[src/rtl/stream_sum.sv]
// Fold stage: takes a start request with element count len, sums len stream elements, returns the sum.
// Build option STREAM_SUM_SAT_EN: accumulator saturates at all-ones instead of wrapping.
`ifndef intN
`define intN 8
`endif

module stream_sum #(
  parameter int N = `intN
) (
  input  logic         clk,
  input  logic         nrst,
  input  logic         in_valid,
  output logic         in_ready,
  input  logic [N-1:0] len,
  input  logic [N-1:0] sIn,
  input  logic         sIn_valid,
  output logic         sIn_ready,
  output logic [N-1:0] sum,
  output logic         out_valid,
  input  logic         out_ready
);

  typedef enum logic [1:0] {IDLE, ACC, DONE} state_t;

  state_t       state, state_nxt;
  logic [N-1:0] acc, acc_nxt;
  logic [N-1:0] rem, rem_nxt;
  logic [N-1:0] sum_nxt;
  logic [N-1:0] acc_add;

`ifdef STREAM_SUM_SAT_EN
  logic [N:0] add_w;
  // A carry out means the true sum exceeds all-ones; clamp there for the rest of the job.
  always_comb begin
    add_w   = {1'b0, acc} + {1'b0, sIn};
    acc_add = add_w[N] ? '1 : add_w[N-1:0];
  end
`else
  always_comb acc_add = acc + sIn;
`endif

  // Handshake outputs decode the state register only.
  assign in_ready  = (state == IDLE);
  assign sIn_ready = (state == ACC);
  assign out_valid = (state == DONE);

  always_comb begin
    state_nxt = state;
    acc_nxt   = acc;
    rem_nxt   = rem;
    sum_nxt   = sum;
    case (state)
      IDLE: if (in_valid) begin
        acc_nxt = '0;
        rem_nxt = len;
        if (len == '0) begin
          state_nxt = DONE;
          sum_nxt   = '0;
        end else begin
          state_nxt = ACC;
        end
      end
      ACC: if (sIn_valid) begin
        acc_nxt = acc_add;
        rem_nxt = rem - N'(1);
        if (rem == N'(1)) begin
          state_nxt = DONE;
          sum_nxt   = acc_add;
        end
      end
      DONE: if (out_ready) state_nxt = IDLE;
      default: state_nxt = IDLE;
    endcase
  end

  always_ff @(posedge clk or negedge nrst) begin
    if (!nrst) begin
      state <= IDLE;
      acc   <= '0;
      rem   <= '0;
      sum   <= '0;
    end else begin
      state <= state_nxt;
      acc   <= acc_nxt;
      rem   <= rem_nxt;
      sum   <= sum_nxt;
    end
  end

endmodule

[config.mk]
export PLATFORM = sky130hd
export DESIGN_NAME = stream_sum
export DESIGN_NICKNAME = d
export VERILOG_FILES = /design/src/rtl/stream_sum.sv
export SDC_FILE = /design/constraint.sdc
export NUM_CORES = 1
export LEC_CHECK = 0
export CORE_ASPECT_RATIO = 0.6
export CORE_UTILIZATION = 55
export DETAILED_ROUTE_END_ITERATION = 10
export GPL_ROUTABILITY_DRIVEN = 0
export PLACE_DENSITY = 0.83
export SYNTH_ARGS = -nofsm -noshare
export SYNTH_HDL_FRONTEND = slang
export SYNTH_SLANG_ARGS = --single-unit
[constraint.sdc]
create_clock -name clk -period 3 [get_ports clk]
set_input_delay 0.6 -clock clk [delete_from_list [all_inputs] [get_ports clk]]
set_output_delay 0.6 -clock clk [all_outputs]
set_load 0.05 [all_outputs]
==> flow_metrics.tcl <==
set metrics [dict create \
    ys_seq_elements 26 \
    peakVddDrop_uv 620 \
    startpoint_type "flop" \
    start_util 0.604 \
    die-area_um2 3090 \
    hold_ws_ns 0.486 \
    post-place-cells 232 \
    seq_area_frac_synth 0.413 \
    drv_slew 0 \
    cp-startpoint "state[0]" \
    status "complete, but fails checks" \
    period_share 0.848 \
    std_cell_rows 14 \
    post_cts_resized 0 \
    vias 1457 \
    syn_inst 171 \
    hpwl_um 2900 \
    drtIter0Drc 144 \
    antennaDiodeCount 0 \
    grt_use_met1 0.377 \
    max_slew_margin 0.605 \
    syn_area_um2 1580 \
    final.setup_skew_ns 0.00202 \
    max_clock_freq_mhz 393 \
    met3_usage 0.0884 \
    grt_use_total 0.276 \
    final_core_util 0.759 \
    busiest_layer "met2" \
    critPathMaxFanout 13 \
    viasPerCell 6.17 \
    dr.pass1.iters 8 \
    io_pins 32 \
    floorplan.die.width_um 71.1 \
    fin_cells 236 \
    cp_data_required_time_ns 2.40 \
    ys_types 46 \
    rrSetupSlack_ns 0.82 \
    drive_gt1_frac 0.0882 \
    grt_start_max_net_pins 27 \
    cp-endpoint "in_ready" \
    grtUsageMet2 0.438 \
    hold_path_class "flop to flop" \
    ys.flop_type "dfrtp_1" \
    worst_pin_slew_ns 0.585 \
    layout.nets 236 \
    rsz0062_at_grt "no" \
    placeableCoreArea_um2 2610 \
    violations "design-rule violations" \
    hold_buffers 0 \
    cts_tree "yes" \
    final_cell_mix "clkdlybuf4s50_1, dfrtp_1, nand2_1" \
    cts_max_path_buffers 2 \
    htree_levels 1 \
    setup_violations 0 \
    critPathCaptureType "output port" \
    wl_um 3940 \
    synth_nets 202 \
    timing.rr.start "acc[0]" \
    p_leak_nw 0.905 \
    die_h_um 43.5 \
    mostFrequentLayoutCell "clkdlybuf4s50_1" \
    final_hold_viol_count 0 \
    crit_arrival_ns 1.94 \
    p_per_area_nw_per_um2 1020 \
    postCtsSetupBuffers 0 \
    postSynthAreaPerCell_um2 9.22 \
    r2r_end "sum[6]" \
    grt_pass1_vias 1376 \
    port_buffers 31 \
    drc 2 \
    antenna_found_initial 0 \
    crit_type "flop to output port" \
    cts_buffers 3 \
    clkSinkCount 26 \
    drv_cap 0 \
    synth_async_sr_flop_share 1.00 \
    yosysWarnings 0 \
    ant_nets 0 \
    cts-root-buf "clkbuf_8" \
    fin_crit_ns 2.54 \
    grt_pass1_wl_um 6410 \
    wire_per_inst_um 16.7 \
    cts.clk_slew.worst_paths_ns 0.09 \
    area_growth_pct 25.6 \
    clock_latency_ns 0.27 \
    grt-ovfl-total 0 \
    r2r_cells 7 \
    synth-edff-count 0 \
    setup_tns_ns 0 \
]
-- metrics by stage --
| stage | area (µm²) | setup slack [ns] | total power [W] |
|---|---|---|---|
| after floorplan | 1580 | 0.823 | 0.00143 |
| after global placement | 1930 | 0.308 | 0.00172 |
| after detailed placement | 1930 | 0.253 | 0.00178 |
| after CTS | 1980 | 0.467 | 0.00201 |
| after global routing | 1980 | 0.365 | 0.00217 |
| final | 1980 | 0.456 | 0.00202 |
-- worst min-delay path by stage --
stage	from	to	slack [ns]	cells past startpoint
2_1_floorplan	nrst	acc[0]	0.30	0
3_3_place_gp	acc[3]	acc[3]	0.46	2
3_5_place_dp	acc[3]	acc[3]	0.47	2
4_1_cts	acc[3]	acc[3]	0.49	2
5_1_grt	sum[7]	sum[7]	0.52	1
6_report	acc[3]	acc[3]	0.49	2
-- area by class of cell --
class,instances,area (µm²)
Sequential cell,26,651
Inverter,10,37.5
Fill cell,175,629
Timing Repair Buffer,35,340
Tap cell,32,40.0
Multi-Input combinational cell,129,857
Clock buffer,4,55.1
-- flip-flops by register name (all words and copies together) (netlist names) --
name / flops
acc: 8
state: 2
sum: 8
rem: 8
-- cell usage after synthesis, types with 3 or more instances --
| master | n | share of area |
|---|---|---|
| a22o_1 | 3 | 0.017 |
| nand3_1 | 4 | 0.013 |
| a21o_1 | 4 | 0.019 |
| nand2_1 | 17 | 0.040 |
| inv_1 | 9 | 0.021 |
| xor2_1 | 3 | 0.017 |
| mux2i_1 | 3 | 0.019 |
| o22ai_1 | 3 | 0.012 |
| ha_1 | 9 | 0.071 |
| mux2_2 | 3 | 0.021 |
| a21oi_1 | 12 | 0.038 |
| clkbuf_1 | 4 | 0.0095 |
| a211oi_1 | 3 | 0.014 |
| dfrtp_1 | 26 | 0.41 |
| nor2_1 | 15 | 0.036 |
| nand4_1 | 5 | 0.020 |
| o21ai_0 | 15 | 0.048 |
-- critical path, cell delays in order, from the launching register on --
cell,delay [ns]
dfrtp_1,0.55
nor2_1,0.26
clkdlybuf4s50_1,0.86
-- per-layer routing --
metal / routed length, µm / vias up
met1: 1770 / 684
met4: 9 / 0
met3: 403 / 2
li1: - / 686
met5: 0 / -
met2: 1760 / 85
-- cells by family (layout without fill, tap and decap cells) --
logic type,count (synthesis),after routing,synth area share
muxes,6,6,0.0405
xor gates and xnor gates,5,5,0.0278
buffers and inverters,16,49,0.0436
adders and majority gates,10,10,0.0841
AOI/OAI and AO/OA,52,52,0.213
and+or+nand+nor,56,56,0.178
DFF,26,26,0.413
-- power breakdown --
group          internal [W]  leakage (nW)  total, W  switching, W
Clock              0.000117        0.0288  0.000228      0.000110
Sequential         0.000495         0.313  0.000638      0.000144
Combinational      0.000466         0.563   0.00115      0.000688
Total               0.00108         0.905   0.00202      0.000942
No activity file was read; power rests on OpenSTA's default activity.
